## src/rtl/mem_responder.sv

```systemverilog
// Memory-side responder for the controller's rd/wr strobe bus: edge-detects each strobe,
// inserts WAIT wait states, then reads or writes an internal word RAM and reports errors.
module mem_responder #(
   parameter int DW    = 8,
   parameter int AW    = 13,
   parameter int DEPTH = 256,
   parameter int WAIT  = 1
) (
   input  logic          clk,
   input  logic          rst,
   input  logic          rd,
   input  logic          wr,
   input  logic [AW-1:0] addr,
   input  logic [DW-1:0] wdata,
   output logic [DW-1:0] rdata,
   output logic          rdata_vld,
   output logic          ack,
   output logic          busy,
   output logic          err
);

   localparam int IW = (DEPTH > 1) ? $clog2(DEPTH) : 1;

   typedef enum logic [1:0] {IDLE, WAITST, RESP, HOLD} state_t;

   state_t          state, state_nx;
   logic            rd_q, wr_q;
   logic            rd_rise, wr_rise;
   logic [3:0]      cnt, cnt_nx;
   logic            op_wr, op_wr_nx;
   logic [AW-1:0]   addr_c, addr_c_nx;
   logic [DW-1:0]   wdata_c, wdata_c_nx;
   logic [DW-1:0]   rdata_nx;
   logic            vld_nx, ack_nx, err_nx;
   logic            mem_we;
   logic            in_range;
   logic            strobe;
   logic [IW-1:0]   idx;
   logic [DW-1:0]   mem [DEPTH];

   assign rd_rise  = rd & ~rd_q;
   assign wr_rise  = wr & ~wr_q;
   // Full-width unsigned compare; the extra bit keeps DEPTH == 2**AW representable.
   assign in_range = ({1'b0, addr_c} < (AW+1)'(DEPTH));
   assign idx      = addr_c[IW-1:0];
   assign strobe   = op_wr ? wr : rd;
   assign busy     = (state != IDLE);

   always_comb begin
      state_nx   = state;
      cnt_nx     = cnt;
      op_wr_nx   = op_wr;
      addr_c_nx  = addr_c;
      wdata_c_nx = wdata_c;
      rdata_nx   = rdata;
      vld_nx     = rdata_vld;
      ack_nx     = 1'b0;
      err_nx     = 1'b0;
      mem_we     = 1'b0;
      case (state)
         IDLE: begin
            if (rd_rise && wr_rise) begin
               err_nx = 1'b1;
            end else if (rd_rise || wr_rise) begin
               op_wr_nx   = wr_rise;
               addr_c_nx  = addr;
               wdata_c_nx = wdata;
               if (WAIT > 0) begin
                  state_nx = WAITST;
                  cnt_nx   = 4'(WAIT - 1);
               end else begin
                  state_nx = RESP;
               end
            end
         end
         WAITST: begin
            err_nx = rd_rise | wr_rise;
            if (cnt == 4'd0) state_nx = RESP;
            else             cnt_nx   = cnt - 4'd1;
         end
         RESP: begin
            err_nx   = rd_rise | wr_rise;
            state_nx = HOLD;
            if (!in_range) begin
               err_nx   = 1'b1;
               rdata_nx = '0;
               vld_nx   = 1'b0;
            end else if (op_wr) begin
               mem_we = 1'b1;
               ack_nx = 1'b1;
            end else begin
               rdata_nx = mem[idx];
               // A read whose strobe already fell still updates rdata but is not flagged valid.
               vld_nx   = strobe;
            end
         end
         HOLD: begin
            err_nx = rd_rise | wr_rise;
            if (!strobe) begin
               state_nx = IDLE;
               vld_nx   = 1'b0;
            end
         end
         default: state_nx = IDLE;
      endcase
   end

   always_ff @(posedge clk or posedge rst) begin
      if (rst) begin
         state     <= IDLE;
         rd_q      <= 1'b0;
         wr_q      <= 1'b0;
         cnt       <= '0;
         op_wr     <= 1'b0;
         addr_c    <= '0;
         wdata_c   <= '0;
         rdata     <= '0;
         rdata_vld <= 1'b0;
         ack       <= 1'b0;
         err       <= 1'b0;
      end else begin
         state     <= state_nx;
         rd_q      <= rd;
         wr_q      <= wr;
         cnt       <= cnt_nx;
         op_wr     <= op_wr_nx;
         addr_c    <= addr_c_nx;
         wdata_c   <= wdata_c_nx;
         rdata     <= rdata_nx;
         rdata_vld <= vld_nx;
         ack       <= ack_nx;
         err       <= err_nx;
      end
   end

   // RAM contents survive reset; writes only happen from RESP, which reset leaves immediately.
   always_ff @(posedge clk) begin
      if (mem_we) mem[idx] <= wdata_c;
   end

endmodule

```

## config.mk

```make
export PLATFORM = sky130hd
export DESIGN_NAME = mem_responder
export DESIGN_NICKNAME = d
export VERILOG_FILES = /design/src/rtl/mem_responder.sv
export SDC_FILE = /design/constraint.sdc
export NUM_CORES = 2
export LEC_CHECK = 0
export CAP_MARGIN = 5
export CORE_MARGIN = 1.5
export CORE_UTILIZATION = 47
export CTS_BUF_LIST = sky130_fd_sc_hd__clkbuf_16
export DETAILED_ROUTE_END_ITERATION = 12
export GPL_TIMING_DRIVEN = 0
export SETUP_SLACK_MARGIN = 0.4
export SYNTH_ARGS = -nofsm -noshare
export SYNTH_HDL_FRONTEND = slang
export SYNTH_SLANG_ARGS = --single-unit
```

## constraint.sdc

```tcl
create_clock -name clk -period 4.7 [get_ports clk]
set_input_delay 0.705 -clock clk [delete_from_list [all_inputs] [get_ports clk]]
set_output_delay 0.705 -clock clk [all_outputs]
set_load 0.005 [all_outputs]
```

After elaboration in Yosys (flattened, before gate mapping)
Memories as Yosys holds them, arrays and structs flattened.
Index checks and enable logic that the tools add are counted.
{ "word_totals": {"out_inout_bits": 12, "wordCells": 67, "inputBits": 25, "register_bits": 41, "mem_bits_rw": 2048, "mem_count": 1} }
{ "memory_table": {"columns": ["memory", "depth", "word_bits", "rd", "rd_ports_with_merged_regs", "wr", "line", "rtl"], "rows": [
  ["mem", 256, 8, 1, 0, 1, "39", "logic [DW-1:0] mem [DEPTH];"]
]} }
{ "op_classes": {"bitwise_logic": 6, "muxes": 24, "eq_ne": 10, "magnitude_cmp": 1, "n_addsub": 1, "n_reduce_logical": 13} }
{ "ops": {"columns": ["op", "count"], "rows": [
  ["$mux 8", 2],
  ["$lt 13x9->1 const B", 1],
  ["$mux 4", 3],
  ["$ne 2x2->1 const B", 6],
  ["$mux 1", 11],
  ["$mux 2", 4],
  ["$pmux 2 s4", 1],
  ["$pmux 4 s2", 1],
  ["$reduce_and 4->1", 2],
  ["$reduce_and 3->1", 2],
  ["$reduce_bool 2->1", 3],
  ["$eq 2x2->1 const B", 2],
  ["$logic_not 4->1", 1],
  ["$sub 4x1->4 const B", 1],
  ["$ne 3x3->1 const B", 1],
  ["$not 1->1", 3],
  ["$pmux 1 s3", 1],
  ["$and 1x1->1", 2],
  ["$eq 2x1->1 const B", 1],
  ["$logic_not 2->1", 1],
  ["$pmux 1 s2", 1],
  ["$reduce_and 2->1", 1],
  ["$reduce_or 2->1", 1],
  ["$logic_and 1x1->1", 1],
  ["2 further kinds", 2]
]} }

Depth between registers and ports, before layout
{ "logic_depth": {"ltp_word": 6, "ltp_mapped": 12, "depth_no_buf": 8} }

Least setup slack after synthesis
Ideal clock, no wire load.
{ "synth_timing": {"kind": "flip-flop to flip-flop", "start": "register wdata_c[0]", "end": "memory mem[0][0] (data pin)", "arrival_time_ns": 3.179, "setup_time_ns": 0.803, "setup_slack_ns": 0.718, "period_less_slack_ns": 3.982, "stages_incl_launch_ff": 1, "path_buffers": 0, "t_required_ns": 3.897, "cell_sequence": "dfrtp_1"} }
{ "synth_rtl": {"columns": ["item", "line", "rtl"], "rows": [
  ["start, declared", "32", "logic [DW-1:0] wdata_c, wdata_c_nx;"],
  ["start signal, assigned", "128", "wdata_c <= wdata_c_nx;"],
  ["end, declared", "39", null]
]} }
No word-level cell before the write port.

Final worst setup path
{ "layout_timing": {"start": "register addr_c[1]", "end": "memory mem[75][2], enable pin"} }
{ "layout_between": {"elab_chain_len": 5} }
{ "layout_lines": {"columns": ["item", "line", "rtl"], "rows": [
  ["start, declared", "31", "logic [AW-1:0] addr_c, addr_c_nx;"],
  ["start signal, assigned", "127", "addr_c <= addr_c_nx;"],
  ["$lt 13x9->1", "44", "assign in_range = ({1'b0, addr_c} < (AW+1)'(DEPTH));"],
  ["$mux 1", "84", "if (!in_range) begin"],
  ["$mux 1", "60", "case (state)"],
  ["$mux 1", "138", "if (mem_we) mem[idx] <= wdata_c;"],
  ["$mux 1 (not written as such)", "138", null]
]} }
Parallel ways exist; a longest one is shown, timed or not.

==> results.toml <==
[run_status]
status = "complete, no violations"

[final_layout]
nets = 4409
final_cells = 6862
layout_commonest_cell = "edfxtp_1"
stdcell_area_um2 = 93400
fin_util_pct = 54.2
drive_gt1_share_pct = 25.3
final_cell_mix = "edfxtp_1 (2,048), mux4_2 (366), mux2i_1 (287), clkbuf_16 (213), a22oi_1 (140)"
final.fill_count = 13188
syn2layout_area_growth_pct = 14.4

[worst_setup_path]
cpPeakStageDelay_ns = 0.59
path_cells = "buf_2, buf_4, buf_4, buf_4, buf_2, and3_1, nand2_2, buf_2, nor2_2"
cp_max_fo = 10
cp-start-kind = "register"
critPathKind = "register to register"
critical_path.top_delay_family = "buffers and inverters"
arrival_ns = 4.98
crit_path_end_kind = "register"
cp_data_required_time_ns = 5.18
crit_buf_inv = 6
crit_slowest_cell = "buf_2"

[sta]
worst_pin_slew_ns = 1.33
tns_ns = 0
grt_setup_unrepaired = "yes"
worst_hold_slack_ns = 0.239
finalCritPeriodShare_pct = 95.9
finalCriticalPeriod_ns = 4.51
relSlewSlack_pct = 11.6
maxSlewViolCount = 0
finalHoldViolCount = 0
setup_slack_ns = 0.194
finalSetupViolations = 0
timing.fmax_mhz = 222
worst_clock_skew_ns = 0.0395

[drt]
viasPerCell = 6.38
vias = 43760
drt_iter0_drc = 6545
detail-route-antenna-nets = 0
first_pass_iters = 7
wl_per_cell_um = 36.8
drc = 0
totalWireLength_um = 252000

[synth]
syn-mean-instance-area_um2 = 19.9
yosysWarnings = 0
ys_seq_area_share_pct = 76.6
syn_area_um2 = 81600
synth_fp_nets = 4132
synth_cell_types = 59
async_flop_share_pct = 1.96
postSynthCellCount = 4099
synth-seq-cells = 2089
synth_edf_count = 2048
synthFlopType = "edfxtp_1"

[placement]
dpl_worst_slack_ns = -0.821
io_buffers = 36
place_area_um2 = 85600
place_inst = 6474
dp.final_hpwl_um = 169000
gp_congestion = 0.975

[cts]
cts-htree-levels = 4
cts.sinks = 2089
cts_buffers = 208
insertion_delay_ns = 0.86
clk_path_buf_depth = 3
clk_pin_slew_worst_paths_ns = 0.06
postCtsHoldBufs = 0
cts_tree = "done"
root_buffer = "clkbuf_16"

[hold_path]
min_path_type = "input pin to asynchronous set/reset pin"

[grt]
grt_pass1_wl_um = 344000
grt_remaining_overflow = 0
antenna_found_initial = 12
grt_pass1_vias = 42720
grt_usage_pct = 28.8
grt_start_max_net_pins = 94

[pwr]
vdd_drop_max_mv = 0.502
power.density_nw_per_um2 = 646
p_leak_nw = 29.5
total_power_mw = 60.3

[floorplan]
ios = 37
die_y_um = 420
num_rows = 152
start_util_pct = 47.4
core-area_um2 = 172000
die_w_um = 420
dieArea_um2 = 176000

[job]
maxCapViolations = 0
-- layout make-up --
| cell class | count | area [um2] | share of cell area [%] |
|---|---|---|---|
| Timing Repair Buffer | 67 | 1110 | 1.19 |
| Antenna cell | 2 | 5.00 | 0.00536 |
| Clock inverter | 171 | 1100 | 1.17 |
| Tap cell | 2310 | 2890 | 3.10 |
| Inverter | 13 | 50.0 | 0.0536 |
| Multi-Input combinational cell | 1748 | 19000 | 20.3 |
| Sequential cell | 2089 | 62600 | 67.0 |
| Buffer | 249 | 1360 | 1.45 |
| Clock buffer | 213 | 5330 | 5.71 |
-- metal layers --
layer / up-vias / routed length, um / GRT usage [%]
met2: 2560 / 112000 / 42.0
met4: 4 / 10800 / 11.8
met3: 488 / 31100 / 9.58
met1: 23238 / 98200 / 39.8
met5: - / 26 / 0
li1: 17470 / - / -
-- worst reg2reg max path, stage by stage (launching register included) --
cell     delay [ns]
dfrtp_1        0.31
buf_2          0.21
buf_4          0.34
buf_4          0.44
buf_4          0.49
buf_2          0.41
and3_1         0.35
nand2_2        0.39
buf_2          0.60
nor2_2         0.58
-- sequential cells by signal (all words and copies together), names as in the netlist --
name,flops
addr_c,13
mem,2048
wr_q,1
rdata_vld,1
op_wr,1
rd_q,1
ack,1
state,2
rdata,8
err,1
cnt,4
wdata_c,8
-- path summary, 6_finish.rpt --
kind / slack [ns] / end / cells after the start / start
max in group asynchronous: 3.85 / cnt[0]$_DFFE_PP0P_ / 3 / rst
hold / removal: 0.24 / addr_c[9]$_DFFE_PP0P_ / 2 / rst
setup reg to reg: 0.19 / mem[75][2]$_DFFE_PP_ / 9 / addr_c[1]$_DFFE_PP0P_
min in group clk: 0.38 / rd_q$_DFF_PP0_ / 1 / rd
hold reg to reg: 0.50 / addr_c[11]$_DFFE_PP0P_ / 1 / addr_c[11]$_DFFE_PP0P_
setup / recovery: 0.19 / mem[75][2]$_DFFE_PP_ / 9 / addr_c[1]$_DFFE_PP0P_
-- timing repair --
item / 4_1_cts / 5_1_grt
pin swaps: 1 / 1
gates resized for setup: 252 / 129
gates cloned: 0 / 0
setup endpoints to repair: 2056 / 1276
setup buffers: 0 / 1
-- cell usage after synthesis (14+ instances only) --
master | n | area share (%)
edfxtp_1 | 2048 | 75
mux4_2 | 366 | 10
mux2i_1 | 291 | 3.6
nor2_1 | 284 | 1.3
a22oi_1 | 143 | 1.3
nand3_1 | 113 | 0.69
clkbuf_1 | 97 | 0.45
buf_2 | 88 | 0.54
mux2_2 | 87 | 1.2
nand2_1 | 70 | 0.32
o22ai_1 | 63 | 0.48
a21oi_1 | 55 | 0.34
dfrtp_1 | 41 | 1.3
buf_4 | 31 | 0.29
nor2b_1 | 27 | 0.21
o21ai_0 | 26 | 0.16
buf_1 | 23 | 0.11
nor4_1 | 23 | 0.18
nor3_1 | 21 | 0.13
a22o_1 | 15 | 0.16
o2111ai_1 | 14 | 0.15
-- power breakdown --
group	internal (mW)	total [mW]	switching, mW
Combinational	6.46	20.5	14.1
Sequential	23.3	23.9	0.602
Clock	8.72	15.9	7.15
-- kinds of logic after synthesis --
logic type                 count (synthesis)  share of synthesized area, %
muxes                                    744                          14.9
DFF                                     2089                          76.6
buffers and inverters                    262                          1.57
AOI/OAI and AO/OA                        396                          3.44
and+or+nand+nor                          600                          3.37
adders and majority gates                  8                         0.123
(Power assumes the default switching activity.)
